===== config.mk =====
export PLATFORM = sky130hd
export DESIGN_NAME = mem_bus_ctrl
export DESIGN_NICKNAME = d
export VERILOG_FILES = /design/src/rtl/mem_bus_ctrl.sv
export SDC_FILE = /design/constraint.sdc
export NUM_CORES = 1
export LEC_CHECK = 0
export BUFFER_PORTS_ARGS = -buffer_cell sky130_fd_sc_hd__buf_2
export CORE_UTILIZATION = 40
export CTS_BUF_LIST = sky130_fd_sc_hd__clkbuf_8 sky130_fd_sc_hd__clkbuf_16
export DETAILED_ROUTE_END_ITERATION = 8
export PLACE_DENSITY = 0.79
export SYNTH_ARGS = -nofsm -noshare
export SYNTH_HDL_FRONTEND = slang
export SYNTH_SLANG_ARGS = --single-unit
export TNS_END_PERCENT = 1

===== constraint.sdc =====
create_clock -name clk -period 2.3 [get_ports clk]
set_input_delay 0.69 -clock clk [delete_from_list [all_inputs] [get_ports clk]]
set_output_delay 0.69 -clock clk [all_outputs]
set_load 0.02 [all_outputs]

===== src/rtl/mem_bus_ctrl.sv =====
// CPU memory-bus controller: decodes CPU requests to on-chip RAM or an IO
// region, handles IO wait/timeout, and reports bus errors with a sticky
// address and a saturating error count.
module mem_bus_ctrl #(
    parameter int unsigned RAM_AW    = 12,
    parameter logic [3:0]  IO_NIBBLE = 4'hF,
    parameter int unsigned TIMEOUT   = 16
) (
    input  logic              clk,
    input  logic              resetn,
    // CPU side
    input  logic              mem_valid,
    input  logic              mem_instr,
    input  logic [31:0]       mem_addr,
    input  logic [31:0]       mem_wdata,
    input  logic [3:0]        mem_wstrb,
    output logic              mem_ready,
    output logic [31:0]       mem_rdata,
    // on-chip RAM
    output logic              ram_cs,
    output logic [3:0]        ram_we,
    output logic [RAM_AW-1:0] ram_addr,
    output logic [31:0]       ram_wdata,
    input  logic [31:0]       ram_rdata,
    // IO region
    output logic              io_valid,
    output logic [31:0]       io_addr,
    output logic [31:0]       io_wdata,
    output logic [3:0]        io_wstrb,
    input  logic              io_ready,
    input  logic [31:0]       io_rdata,
    // error reporting
    output logic              bus_err,
    output logic [31:0]       err_addr,
    output logic [7:0]        err_count
);

    localparam int unsigned CNT_W   = 8;
    localparam int unsigned RAM_LSB = RAM_AW + 2;
    localparam logic [CNT_W-1:0] TO_LAST = CNT_W'(TIMEOUT - 1);
    localparam logic [CNT_W-1:0] CNT_MAX = {CNT_W{1'b1}};

    typedef enum logic [1:0] {
        IDLE    = 2'd0,
        RAM_RD  = 2'd1,
        IO_WAIT = 2'd2,
        RESP    = 2'd3
    } state_t;

    state_t             state;
    logic [CNT_W-1:0]   to_cnt;

    logic accept;
    logic ram_hit;
    logic io_hit;
    logic dec_err;
    logic to_err;

    // Request decode and the combinational RAM strobe, only live in IDLE
    always_comb begin
        accept  = (state == IDLE) && mem_valid;
        ram_hit = (mem_addr[31:28] == 4'h0) &&
                  ((mem_addr[27:0] >> RAM_LSB) == 28'd0);
        io_hit  = (mem_addr[31:28] == IO_NIBBLE) && !mem_instr;
        dec_err = accept && !ram_hit && !io_hit;
        to_err  = (state == IO_WAIT) && !io_ready && (to_cnt == TO_LAST);
        ram_cs  = accept && ram_hit;
        ram_we  = ram_cs ? mem_wstrb : 4'h0;
    end

    assign ram_addr  = mem_addr[RAM_AW+1:2];
    assign ram_wdata = mem_wdata;

    // Transaction FSM with registered CPU/IO handshake outputs
    always_ff @(posedge clk or negedge resetn) begin
        if (!resetn) begin
            state     <= IDLE;
            mem_ready <= 1'b0;
            mem_rdata <= 32'd0;
            bus_err   <= 1'b0;
            io_valid  <= 1'b0;
            io_addr   <= 32'd0;
            io_wdata  <= 32'd0;
            io_wstrb  <= 4'h0;
            to_cnt    <= '0;
        end else begin
            mem_ready <= 1'b0;
            bus_err   <= 1'b0;
            case (state)
                IDLE: begin
                    if (accept) begin
                        if (ram_hit) begin
                            if (mem_wstrb != 4'h0) begin
                                mem_ready <= 1'b1;
                                state     <= RESP;
                            end else begin
                                state     <= RAM_RD;
                            end
                        end else if (io_hit) begin
                            io_valid <= 1'b1;
                            io_addr  <= mem_addr;
                            io_wdata <= mem_wdata;
                            io_wstrb <= mem_wstrb;
                            to_cnt   <= '0;
                            state    <= IO_WAIT;
                        end else begin
                            mem_rdata <= 32'd0;
                            mem_ready <= 1'b1;
                            bus_err   <= 1'b1;
                            state     <= RESP;
                        end
                    end
                end
                RAM_RD: begin
                    mem_rdata <= ram_rdata;
                    mem_ready <= 1'b1;
                    state     <= RESP;
                end
                IO_WAIT: begin
                    if (io_ready) begin
                        mem_rdata <= io_rdata;
                        io_valid  <= 1'b0;
                        mem_ready <= 1'b1;
                        state     <= RESP;
                    end else if (to_cnt == TO_LAST) begin
                        io_valid  <= 1'b0;
                        mem_rdata <= 32'd0;
                        mem_ready <= 1'b1;
                        bus_err   <= 1'b1;
                        state     <= RESP;
                    end else begin
                        to_cnt    <= to_cnt + CNT_W'(1);
                    end
                end
                RESP: begin
                    state <= IDLE;
                end
                default: begin
                    state <= IDLE;
                end
            endcase
        end
    end

    // Error log: last failing address and a saturating count
    always_ff @(posedge clk or negedge resetn) begin
        if (!resetn) begin
            err_addr  <= 32'd0;
            err_count <= '0;
        end else if (dec_err || to_err) begin
            err_addr <= dec_err ? mem_addr : io_addr;
            if (err_count != CNT_MAX) begin
                err_count <= err_count + CNT_W'(1);
            end
        end
    end

endmodule


* Yosys cells after proc, flatten, opt, wreduce, memory -nomap -nowiden
Cells that the tools add are included.
Cells by class: $add $sub $neg 2, $mul 0, div/mod/pow operators 0, magnitude comparators 0, equality and inequality tests 13, shift operators 0, muxes and demuxes 38, bitwise operators 1, reductions and logical operators 25
Operator list (count):
- 32-bit two-way mux | 6
- 32-bit one-hot mux with 3 select lines | 1
- 8-bit two-way mux | 5
- 28-bit zero test | 1
- 8-bit by 1-bit adder with 8-bit output, second input constant | 2
- 8-bit one-hot mux with 2 select lines | 1
- 1-bit two-way mux | 15
- 2-bit != test, second input constant | 6
- 2-bit two-way mux | 5
- 5-bit AND reduction | 2
- 8-bit by 4-bit == test with 1-bit output, second input constant | 1
- 1-bit logical AND | 8
- 8-bit != test, second input constant | 1
- 2-bit one-hot mux with 4 select lines | 1
- 6-bit AND reduction | 1
- 2-bit == test, second input constant | 2
- 4-bit == test, second input constant | 1
- 1-bit zero test | 4
- 4-bit zero test | 1
- 4-bit two-way mux | 1
- 1-bit one-hot mux with 2 select lines | 2
- 2-bit AND reduction | 2
- 4-bit AND reduction | 1
- 4-bit nonzero test | 1
- 8 further kinds | 8
Storage, ports and cells: flip-flop bits (word level) 153, bits in latches 0, bits in writable memories 0, bits in read-only memories 0, input port bits 137, output and inout bits 192, logic and storage cells 90, memories kept 0

* Depth between registers and ports, before layout
Gate-level depths: netlist (run 1).
depth after elaboration 7, gate-level depth with buffers 9, gate-level depth less buffers 7

* Worst setup path before layout (run 1)
OpenSTA, ideal clock, no wires.
path type input -> output, start point in mem_addr[28], end point out ram_we[0], data arrival time 2.082 ns, data required time 1.610 ns, path slack -0.472 ns, stages 5, buffers on the path 0, path through nor4_1 -> nand3_1 -> or2_2 -> nor2_1 -> and2_1
Between the ends: word-level cells in the longest chain between the ends 4
RTL lines:
- start, declared | line 14 | input logic [31:0] mem_addr,
- 4-bit zero test | line 62 | ram_hit = (mem_addr[31:28] == 4'h0) &&
- 1-bit logical AND | line 62
- 1-bit logical AND | line 67 | ram_cs = accept && ram_hit;
- named net ram_cs | line 20 | output logic ram_cs,
- 4-bit two-way mux | line 68 | ram_we = ram_cs ? mem_wstrb : 4'h0;
- end, declared | line 21 | output logic [3:0] ram_we,
The timed path passes the listed nets, and every way through them passes these cells.

* Worst setup path in the final report (run 1)
start point in mem_addr[15], end point out ram_we[0]
Between the ends: word-level cells in the longest chain between the ends 4
RTL lines:
- 28-bit zero test | line 63 | ((mem_addr[27:0] >> RAM_LSB) == 28'd0);
- 1-bit logical AND | line 62
- 1-bit logical AND | line 67
- 4-bit two-way mux | line 68
Every way passes these cells.

==> results of run 1 <==
==> metrics by stage <==
| step | hold slack (ns) | TNS, ns |
|---|---|---|
| 3_3_place_gp | 0.468 | -5.60 |
| 2_1_floorplan | 0.394 | -0.399 |
| 4_1_cts | 0.193 | -7.00 |
| 3_5_place_dp | 0.480 | -7.59 |
| 5_1_grt | 0.215 | -15.40 |
| 6_report | 0.197 | -10.59 |
==> power groups by stage <==
stage	clock network, uW	registers (uW)	logic, uW
2_1_floorplan	0	5350	2380
3_3_place_gp	0	4220	5220
3_5_place_dp	0	4270	5320
4_1_cts	2870	4250	5350
5_1_grt	2970	4370	5730
6_report	2800	4240	5300
==> layer usage <==
| metal | vias up | routed length (um) |
|---|---|---|
| li1 | 2764 | - |
| met1 | 2802 | 7350 |
| met2 | 213 | 9660 |
| met3 | 42 | 1250 |
| met4 | 0 | 566 |
| met5 | - | 0 |
==> area by class of cell <==
| class | instances | area [um2] |
|---|---|---|
| fill | 1448 | 7590 |
| multi-input combinational | 376 | 3020 |
| tap | 225 | 282 |
| timing repair buffer | 376 | 2150 |
| clock inverter | 15 | 166 |
| inverter | 5 | 18.8 |
| sequential | 153 | 3830 |
| clock buffer | 17 | 425 |
==> Yosys cell counts (all sizes together), types with 7 or more instances <==
| cell type | number |
|---|---|
| nand2 | 22 |
| nor2b | 32 |
| a21oi | 42 |
| mux2 | 100 |
| buf | 56 |
| mux2i | 32 |
| clkbuf | 24 |
| ha | 7 |
| nand3 | 14 |
| a22oi | 32 |
| nor2 | 37 |
| dfrtp | 153 |
==> logic make-up after synthesis <==
family          Yosys count  synth area share, %
fa+ha+maj                 7                 1.21
buf+inv                  85                 7.08
mux                     132                 20.0
flops                   153                 52.8
xor+xnor                  4                0.483
simple gates            138                 9.80
compound gates           95                 8.65
==> worst max-delay path, delay by kind of cell <==
kind / cells / cell delay, ns
buffers and inverters: 2 / 0.26
AND/OR/NAND/NOR: 5 / 0.97
==> path summary, 6_finish.rpt <==
check / startpoint / to / cells past startpoint
max: mem_addr[15] / ram_we[0] / 7
min: resetn / mem_rdata[8] / 1
max reg2reg: to_cnt[0] / mem_rdata[17] / 7
min reg2reg: err_count[5] / err_count[5] / 1
max in group asynchronous: resetn / err_addr[15] / 2
min in group clk: err_count[5] / err_count[5] / 1
==> state kept, by name, summed over array words and instances (netlist names) <==
name       count
io_addr       32
err_addr      32
io_valid       1
err_count      8
state          2
mem_ready      1
bus_err        1
io_wdata      32
mem_rdata     32
to_cnt         8
io_wstrb       4
==> repair_timing <==
item | 4_1_cts | 5_1_grt
pin swaps | 11 | 5
resized for setup | 21 | 9
setup endpoints to repair | 6 | 82
hold buffers | 0 | 0
setup buffers | 6 | 0
==> flow_metrics.py, run 1 <==
metrics = {
    "status": {
        "status": "finished, violations left",
        "failed_checks": "setup timing",
    },
    "sta": {
        "fin_skew_ns": 0.00813,
        "final_min_period_over_clock_period_pct": 114,
        "tightest_slew_ns": 1.14,
        "final_critical_period_ns": 2.62,
        "max_slew_margin_pct": 24.1,
        "grt_setup_unrepaired": "yes",
        "achievable-frequency_mhz": 382,
        "final.setup.worst_slack_ns": -0.320,
        "hold_viol": 0,
        "max_slew_violation_count": 0,
        "setup_viol": 77,
    },
    "yosys": {
        "ys_types": 44,
        "netlist_area_um2": 7250,
        "yosys.area.top_type_share_pct": 52.8,
        "synth.top_cells.by_area": "sky130_fd_sc_hd__dfrtp_1, sky130_fd_sc_hd__mux2_2, sky130_fd_sc_hd__buf_4, sky130_fd_sc_hd__mux2i_1, sky130_fd_sc_hd__a22oi_1",
        "synth.net_count": 758,
        "ys_seq_area_share_pct": 52.8,
        "synth-warning-count": 0,
        "synth-seq-cells": 153,
        "ys_dominant_reg_cell": "sky130_fd_sc_hd__dfrtp_1",
        "synth_edf_count": 0,
        "synthCells": 614,
        "yosys.area.top_type": "sky130_fd_sc_hd__dfrtp_1",
        "synth_async_sr_flop_share_pct": 100,
        "post_synth.cell_area_avg_um2": 11.8,
    },
    "power": {
        "powerDensity_nw_per_um2": 1250,
        "power_frac_comb_pct": 43.0,
        "p_leak_uw": 0.00543,
        "share_seq_of_total_power_pct": 34.4,
        "share_clk_of_total_power_pct": 22.7,
        "fin_total_pwr_uw": 12300,
        "net_switching_share_of_the_total_power_pct": 39.1,
        "net-switching-power_uw": 4830,
        "worst_ir_drop_vdd_mv": 0.585,
        "internal_power_uw": 7510,
    },
    "critical_path": {
        "critical_path_peak_fanout": 5,
        "start_kind": "input pin",
        "timing.critical_path.slowest_stage_cell": "sky130_fd_sc_hd__nor4_4",
        "worst_setup_path_end_kind": "output pin",
        "crit_chain": "buf_2 -> nor4_4 -> nand2_1 -> or2_4 -> nor2_4 -> and2_4 -> buf_6",
        "setup_slack_of_the_worst_register_to_register_path_ns": 0.01,
        "max_stage_delay_ns": 0.28,
        "timing_worst_setup_path_type": "input pin to output pin",
        "critical_path_arrival_ns": 1.93,
        "worst-endpoint-required_ns": 1.61,
    },
    "floorplanning": {
        "rows": 48,
        "core_area_um2": 17500,
        "die_h_um": 137,
        "io_pins": 329,
        "floorplan.die_area_um2": 18700,
        "floorplan.die.width_um": 137,
        "floorplan.initialDensity_pct": 41.5,
    },
    "clock_network": {
        "tritoncts_clock_tree": "yes",
        "clock_path_buffers": 2,
        "clk_root_buffer_cell": "sky130_fd_sc_hd__clkbuf_16",
        "worst_setup_hold_path_clk_slew_ns": 0.06,
        "cts.sinks": 153,
        "worst_skew_pair.late_latency_ns": 0.42,
        "cts-buffers-inserted": 17,
        "clock_tree.htree_level_count": 4,
    },
    "grt": {
        "grt_max_degree": 71,
        "grt_first_pass_wirelength_um": 28700,
        "antenna_found_initial": 0,
        "grt_util_met1_pct": 22.6,
        "grt.busiest_layer": "met2",
        "global_route.usage.met2_pct": 35.0,
        "grt_use_total_pct": 20.1,
        "grt_pass1_vias": 5706,
        "grt_util_met3_pct": 5.67,
        "grt.overflow.total": 0,
    },
    "route": {
        "dr_total_vias": 5821,
        "drt-initial-drc-count": 283,
        "dr.pass1.iters": 4,
        "vias_per_cell": 4.99,
        "detail-route-antenna-nets": 0,
        "wirelength_um": 18800,
        "route.detailed.wl_per_inst_um": 16.1,
        "drc_errors": 0,
    },
    "min_path": {
        "hold_path.class": "input pin to asynchronous set/reset pin",
    },
    "place": {
        "placement.cell_area_um2": 9130,
        "dp.final_hpwl_um": 13700,
        "preCtsSetupSlack_ns": -0.400,
        "port_buffers": 328,
        "dpl.cell_count": 1129,
        "place.gp.congestion": 0.866,
    },
    "final_layout": {
        "syn_to_final_growth_pct": 36.4,
        "layout.cells.most_common_list": "sky130_fd_sc_hd__buf_2, sky130_fd_sc_hd__dfrtp_1, sky130_fd_sc_hd__mux2_2",
        "final_cell_area_um2": 9880,
        "final_nets": 1073,
        "fraction_of_final_layout_cells_with_drive_strength_greater_than_1_pct": 56.4,
        "most_common_library_cell_in_the_layout_ignoring_fill_and_taps": "sky130_fd_sc_hd__buf_2",
        "layoutNonFillerInstCount": 1167,
        "utilization_pct": 56.6,
        "antennaDiodeCount": 0,
    },
    "run": {
        "drv_cap": 0,
    },
}
(Power assumes the default switching activity.)
==> inputs of run 2 (changes only) <==
--- a/config.mk
+++ b/config.mk
@@ -6,6 +6,7 @@
 export NUM_CORES = 1
 export LEC_CHECK = 0
 export BUFFER_PORTS_ARGS = -buffer_cell sky130_fd_sc_hd__buf_2
+export CORE_MARGIN = 2
 export CORE_UTILIZATION = 40
 export CTS_BUF_LIST = sky130_fd_sc_hd__clkbuf_8 sky130_fd_sc_hd__clkbuf_16
 export DETAILED_ROUTE_END_ITERATION = 8
==> run 2 against run 1 <==
The flow still finishes with violations (setup timing). Final cell count up 1.0%. Largest power group unchanged. Via count up 0.65%. Utilization down 0.17 points. Non-clock buffer count up 8. First-iteration DRC count up 11%. Maximum frequency up 0.56%.
==> flow_metrics.py, run 2 (synthesis gave the netlist of run 1 again) <==
metrics = {
    "place": {
        "place.gp.congestion": 0.825,
        "port_buffers": 328,
        "preCtsSetupSlack_ns": -0.427,
        "dp.final_hpwl_um": 14200,
        "placement.cell_area_um2": 9250,
    },
    "route": {
        "drt-initial-drc-count": 313,
        "dr_total_vias": 5859,
        "detail-route-antenna-nets": 0,
        "vias_per_cell": 4.97,
        "wirelength_um": 19300,
        "drc_errors": 0,
        "dr.pass1.iters": 4,
        "route.detailed.wl_per_inst_um": 16.3,
    },
    "grt": {
        "grt_pass1_vias": 5897,
        "antenna_found_initial": 0,
        "grt_first_pass_wirelength_um": 30300,
        "grt_max_degree": 47,
        "grt.overflow.total": 0,
        "grt_use_total_pct": 19.8,
    },
    "clock_network": {
        "cts-buffers-inserted": 17,
        "clk_root_buffer_cell": "sky130_fd_sc_hd__clkbuf_16",
        "clock_path_buffers": 2,
        "worst_setup_hold_path_clk_slew_ns": 0.06,
        "cts.sinks": 153,
        "tritoncts_clock_tree": "yes",
        "hold_fix_buffers_at_cts": 0,
        "clock_tree.htree_level_count": 4,
        "worst_skew_pair.late_latency_ns": 0.42,
    },
    "sta": {
        "tightest_slew_ns": 0.827,
        "max_slew_margin_pct": 44.8,
        "achievable-frequency_mhz": 384,
        "final.setup.worst_slack_ns": -0.306,
        "fin_skew_ns": 0.0105,
        "final_critical_period_ns": 2.61,
        "hold_viol": 0,
        "setup_viol": 29,
        "timing.hold.ws_ns": 0.184,
        "final_min_period_over_clock_period_pct": 113,
        "grt_setup_unrepaired": "yes",
        "max_slew_violation_count": 0,
        "timing.setup.tns_ns": -2.81,
    },
    "critical_path": {
        "worst_setup_path_end_kind": "output pin",
        "reg2reg_depth": 6,
        "worstSetupStartpoint": "mem_addr[20]",
        "critical_path_peak_fanout": 5,
        "start_kind": "input pin",
        "worst-endpoint-required_ns": 1.61,
        "setup_slack_of_the_worst_register_to_register_path_ns": -0.08,
        "rr_startpoint": "to_cnt[4]",
        "timing_worst_setup_path_type": "input pin to output pin",
        "critical_path_arrival_ns": 1.92,
    },
    "power": {
        "p_leak_uw": 0.00551,
        "powerDensity_nw_per_um2": 1270,
        "worst_ir_drop_vdd_mv": 0.639,
    },
    "final_layout": {
        "syn_to_final_growth_pct": 38.8,
        "fraction_of_final_layout_cells_with_drive_strength_greater_than_1_pct": 56.5,
        "fillCellCount": 1505,
        "antennaDiodeCount": 0,
        "final_cell_area_um2": 10100,
        "final_nets": 1081,
        "layout.cells.most_common_list": "sky130_fd_sc_hd__buf_2, sky130_fd_sc_hd__dfrtp_1, sky130_fd_sc_hd__mux2_2",
        "most_common_library_cell_in_the_layout_ignoring_fill_and_taps": "sky130_fd_sc_hd__buf_2",
    },
    "floorplanning": {
        "io_pins": 329,
        "die_h_um": 139,
        "core_area_um2": 17800,
        "floorplan.initialDensity_pct": 40.6,
        "floorplan.die_area_um2": 19200,
        "floorplan.die.width_um": 139,
        "rows": 49,
    },
    "status": {
        "failed_checks": "setup timing",
        "status": "finished, violations left",
    },
    "min_path": {
        "hold_path.class": "input pin to asynchronous set/reset pin",
    },
    "run": {
        "drv_cap": 0,
    },
}
run 2: cell count changes in the layout (fill, tap and decap cells not counted), sizes merged:
| cell | previous run | this run |
|---|---|---|
| buf | 376 | 384 |
| clkinv | 7 | 4 |
| clkbuf | 17 | 19 |
| clkinvlp | 1 | 2 |
run 2: layer usage:
metal / global-route usage (%) / routed length (um) / vias up
met5: 0 / 0 / -
met4: 7.12 / 343 / 0
li1: - / - / 2765
met3: 5.97 / 1430 / 25
met2: 34.9 / 9750 / 230
met1: 22.8 / 7730 / 2839
run 2: through the flow:
step	total power (uW)	std cells	util, %
floorplan	7730	614	-
global placement	9570	1144	51.8
detailed placement	9750	1144	51.8
CTS	12700	1177	55.9
global route	13500	1179	56.4
finish	12800	1179	56.4
run 2: worst paths after layout:
check | to
worst min register to register | io_addr[29]
worst min-delay path | mem_rdata[5]
max in group asynchronous | err_addr[23]
worst max-delay path | ram_we[0]
min in group clk | io_addr[29]
worst max register to register | mem_rdata[9]
run 2: area by class of cell:
| type | instances | area (um2) | share of cell area, % |
|---|---|---|---|
| clock buffer | 19 | 453 | 4.50 |
| clock inverter | 13 | 159 | 1.58 |
| inverter | 5 | 18.8 | 0.187 |
| multi-input combinational | 376 | 3080 | 30.6 |
| sequential | 153 | 3830 | 38.1 |
| tap | 229 | 287 | 2.85 |
| timing repair buffer | 384 | 2230 | 22.2 |
run 2: critical path, stage by stage:
cell and delay, ns:
sky130_fd_sc_hd__buf_6 0.10, sky130_fd_sc_hd__nor4_4 0.32, sky130_fd_sc_hd__nand3_2 0.14, sky130_fd_sc_hd__or2_4 0.26, sky130_fd_sc_hd__nor2_4 0.13, sky130_fd_sc_hd__and2_4 0.16
sky130_fd_sc_hd__buf_6 0.11
run 2: power breakdown:
group | switching [uW] | internal [uW] | total, uW
logic | 3190 | 2450 | 5640
clock network | 1210 | 1690 | 2900
registers | 566 | 3660 | 4230
total | 4960 | 7800 | 12800
run 2: what timing repair did:
item                                    CTS  global route
buffers inserted                          1             2
gates resized for setup                  27            16
pin swaps                                11             9
endpoints found under the setup margin   39            43
==> inputs of run 3 (changes only) <==
--- a/config.mk
+++ b/config.mk
@@ -5,12 +5,14 @@
 export SDC_FILE = /design/constraint.sdc
 export NUM_CORES = 1
 export LEC_CHECK = 0
+export ABC_AREA = 1
 export BUFFER_PORTS_ARGS = -buffer_cell sky130_fd_sc_hd__buf_2
 export CORE_MARGIN = 2
 export CORE_UTILIZATION = 40
 export CTS_BUF_LIST = sky130_fd_sc_hd__clkbuf_8 sky130_fd_sc_hd__clkbuf_16
+export CTS_CLUSTER_DIAMETER = 100
 export DETAILED_ROUTE_END_ITERATION = 8
-export PLACE_DENSITY = 0.79
+export PLACE_DENSITY = 0.78
 export SYNTH_ARGS = -nofsm -noshare
 export SYNTH_HDL_FRONTEND = slang
 export SYNTH_SLANG_ARGS = --single-unit
==> run 3 against run 2 <==
The run still ends with setup timing left. Flip-flop and latch count stayed put. Maximum frequency is 7.9% higher. Worst hold slack better by 0.0068 ns. Clock power is 9.3% lower. Area after synthesis is 5.4% higher. Utilization is 2.4 points lower. Clock skew is 0.0029 ns lower. Synthesized cell count is 55% higher. Sequential share of layout area is 0.11 points lower. First-iteration DRC count is 37% higher.
==> flow_metrics.py, run 3 <==
metrics = {
    "yosys": {
        "synth_most_common_cell": "sky130_fd_sc_hd__nand2_1",
        "synth_async_sr_flop_share_pct": 100,
        "netlist_area_um2": 7640,
        "ys_types": 30,
        "post_synth_most_frequent_cells": "sky130_fd_sc_hd__nand2_1, sky130_fd_sc_hd__dfrtp_1, sky130_fd_sc_hd__nand3_1",
        "synth.net_count": 1097,
        "yosys.area.top_type": "sky130_fd_sc_hd__dfrtp_1",
        "synthCells": 953,
        "synth-xor-area-share_pct": 0.573,
        "yosys.area.top_type_share_pct": 50.1,
        "post_synth.cell_area_avg_um2": 8.02,
        "synth_compound_area_share_pct": 3.96,
        "synth-simple-area-share_pct": 34.4,
        "synth-warning-count": 0,
        "ys_seq_area_share_pct": 50.1,
        "synth.top_cells.by_area": "sky130_fd_sc_hd__dfrtp_1, sky130_fd_sc_hd__nand2_1, sky130_fd_sc_hd__nand3_1, sky130_fd_sc_hd__buf_4, sky130_fd_sc_hd__nand4_1",
        "synth_mux_area_share_pct": 0,
        "dominant_combinational_cell_family_by_area_after_synthesis": "simple AND/OR/NAND/NOR gates",
        "synth_edf_count": 0,
        "synth-adder-area-share_pct": 1.15,
        "synth-seq-cells": 153,
        "ys_dominant_reg_cell": "sky130_fd_sc_hd__dfrtp_1",
    },
    "sta": {
        "achievable-frequency_mhz": 414,
        "fin_skew_ns": 0.00760,
        "final_min_period_over_clock_period_pct": 105,
        "hold_viol": 0,
        "max_slew_margin_pct": 70.9,
        "final_critical_period_ns": 2.42,
        "setup_viol": 5,
        "final.setup.worst_slack_ns": -0.116,
        "max_slew_violation_count": 0,
        "grt_setup_unrepaired": "yes",
        "tightest_slew_ns": 0.437,
    },
    "route": {
        "route.detailed.wl_per_inst_um": 14.5,
        "vias_per_cell": 5.00,
        "dr_total_vias": 7497,
        "dr.pass1.iters": 7,
        "drt-initial-drc-count": 428,
        "drc_errors": 0,
        "detail-route-antenna-nets": 0,
        "wirelength_um": 21800,
    },
    "final_layout": {
        "antennaDiodeCount": 0,
        "area_occupied_by_multi_input_gates_um2": 3130,
        "ff_latch_area_um2": 3830,
        "layout.cells.most_common_list": "sky130_fd_sc_hd__nand2_1, sky130_fd_sc_hd__buf_2, sky130_fd_sc_hd__dfrtp_1",
        "layoutNonFillerInstCount": 1499,
        "syn_to_final_growth_pct": 32.1,
        "fraction_of_final_layout_cells_with_drive_strength_greater_than_1_pct": 35.7,
        "final_nets": 1397,
        "fillCellCount": 1763,
        "most_common_library_cell_in_the_layout_ignoring_fill_and_taps": "sky130_fd_sc_hd__nand2_1",
    },
    "clock_network": {
        "worst_setup_hold_path_clk_slew_ns": 0.07,
        "cts-buffers-inserted": 17,
        "hold_fix_buffers_at_cts": 0,
        "clk_root_buffer_cell": "sky130_fd_sc_hd__clkbuf_16",
        "clock_tree.htree_level_count": 4,
        "clock_path_buffers": 2,
        "tritoncts_clock_tree": "yes",
        "worst_skew_pair.late_latency_ns": 0.41,
        "cts.sinks": 153,
    },
    "floorplanning": {
        "io_pins": 329,
        "core_area_um2": 18700,
        "floorplan.die_area_um2": 20200,
        "rows": 50,
        "floorplan.initialDensity_pct": 40.8,
        "die_h_um": 142,
        "floorplan.die.width_um": 142,
    },
    "grt": {
        "grt_use_total_pct": 21.4,
        "grt_max_degree": 46,
        "grt_first_pass_wirelength_um": 34700,
        "grt_pass1_vias": 7006,
        "grt.overflow.total": 0,
        "antenna_found_initial": 0,
    },
    "place": {
        "port_buffers": 328,
        "dp.final_hpwl_um": 15700,
        "dpl.cell_count": 1466,
        "place.gp.congestion": 0.854,
    },
    "critical_path": {
        "setup_slack_of_the_worst_register_to_register_path_ns": 0.35,
        "worst_setup_path_end_kind": "output pin",
        "start_kind": "input pin",
        "crit_chain": "buf_6 -> nor2_4 -> nand3_2 -> nor2_4 -> nand4_1 -> nor2_1 -> buf_2",
        "rr_startpoint": "state[1]",
        "max_stage_delay_ns": 0.21,
        "timing.critical_path.slowest_stage_cell": "sky130_fd_sc_hd__nor2_1",
        "reg2reg_depth": 10,
        "worstSetupStartpoint": "mem_addr[14]",
        "critical_path_arrival_ns": 1.73,
        "worstReg2RegEnd": "err_count[5]",
        "worst-endpoint-required_ns": 1.61,
        "timing_worst_setup_path_type": "input pin to output pin",
        "critical-path-top-cell-by-count": "sky130_fd_sc_hd__nor2_4",
        "critical_path_peak_fanout": 2,
        "endpoint": "ram_we[2]",
    },
    "power": {
        "powerDensity_nw_per_um2": 1140,
        "power_frac_comb_pct": 42.1,
        "internal_power_uw": 6600,
        "net_switching_share_of_the_total_power_pct": 42.4,
        "p_leak_uw": 0.00573,
        "fin_total_pwr_uw": 11500,
        "worst_ir_drop_vdd_mv": 0.542,
        "net-switching-power_uw": 4860,
        "share_seq_of_total_power_pct": 35.0,
        "share_clk_of_total_power_pct": 22.9,
    },
    "min_path": {
        "hold_path.class": "input pin to asynchronous set/reset pin",
    },
    "status": {
        "failed_checks": "setup timing",
        "status": "finished, violations left",
    },
    "run": {
        "drv_cap": 0,
    },
}
==> run 3: cell types whose count changed in the layout (fill, tap and decap cells not counted), moves of 9 or more <==
cell,change
sky130_fd_sc_hd__mux2_2,-89
sky130_fd_sc_hd__mux2_4,-10
sky130_fd_sc_hd__nor2_4,+9
sky130_fd_sc_hd__a22oi_1,-32
sky130_fd_sc_hd__nand3_1,+131
sky130_fd_sc_hd__mux2i_1,-32
sky130_fd_sc_hd__nand4_1,+33
sky130_fd_sc_hd__inv_1,+18
sky130_fd_sc_hd__nand2_1,+344
sky130_fd_sc_hd__nor2_1,-14
sky130_fd_sc_hd__nor2b_1,-32
==> run 3: power by group through the flow <==
stage                     sequential, uW  clock [uW]  combinational (uW)
final                               4010        2630                4830
after global routing                4120        2810                5330
after CTS                           4020        2710                4810
after detailed placement            4050           0                4790
after global placement              4030           0                4700
after floorplan                     4970           0                2200
==> run 3: layout make-up <==
type | instances | area share, %
Sequential cell | 153 | 38.0
Multi-Input combinational cell | 671 | 31.0
Timing Repair Buffer | 381 | 21.7
Clock buffer | 18 | 4.35
Tap cell | 234 | 2.90
Clock inverter | 13 | 1.09
Inverter | 29 | 1.08
==> run 3: critical path: cells and delay by family <==
kind,cells,cell delay [ns]
buffers and inverters,2,0.30
AND/OR/NAND/NOR,5,0.73
==> run 3: how the worst min path moves through the flow <==
stage	startpoint	cells past startpoint	to	slack (ns)
5_1_grt	resetn	1	err_addr[0]	0.20
3_5_place_dp	io_wdata[19]	2	io_wdata[19]	0.45
3_3_place_gp	io_wdata[24]	2	io_wdata[24]	0.45
6_report	resetn	1	err_addr[0]	0.19
2_1_floorplan	resetn	0	bus_err	0.39
4_1_cts	resetn	1	err_addr[0]	0.20
==> run 3: cells by family (layout without fill, tap and decap cells) <==
group,Yosys count,in the layout
adder cells (fa/ha/maj),7,7
flip-flops,153,153
AND/OR/NAND/NOR,602,602
AO/OA/AOI/OAI,57,57
XOR/XNOR,5,5
buffers and inverters,129,441
==> run 3: through the flow <==
stage	setup TNS, ns	worst slack, ns	hold slack [ns]	cell area, um2	util, %
6_report	-0.445	-0.116	0.191	10100	54.0
3_3_place_gp	-1.52	-0.328	0.448	9430	50.4
3_5_place_dp	-1.84	-0.321	0.453	9430	50.4
5_1_grt	-0.707	-0.151	0.202	10100	54.0
2_1_floorplan	0	0.102	0.394	7640	-
4_1_cts	-0.525	-0.131	0.198	10000	53.6
==> run 3: metal layers <==
| layer | GRT usage (%) | routed length (um) | vias to the layer above |
|---|---|---|---|
| li1 | - | - | 3646 |
| met3 | 5.01 | 1550 | 32 |
| met4 | 6.58 | 396 | 0 |
| met2 | 36.2 | 10600 | 336 |
| met1 | 27.4 | 9190 | 3483 |
| met5 | 0 | 0 | - |
==> run 3: what timing repair did <==
action	4_1_cts	5_1_grt
pin swaps	5	7
setup buffers	0	3
setup endpoints to repair	5	5
resized for setup	16	13
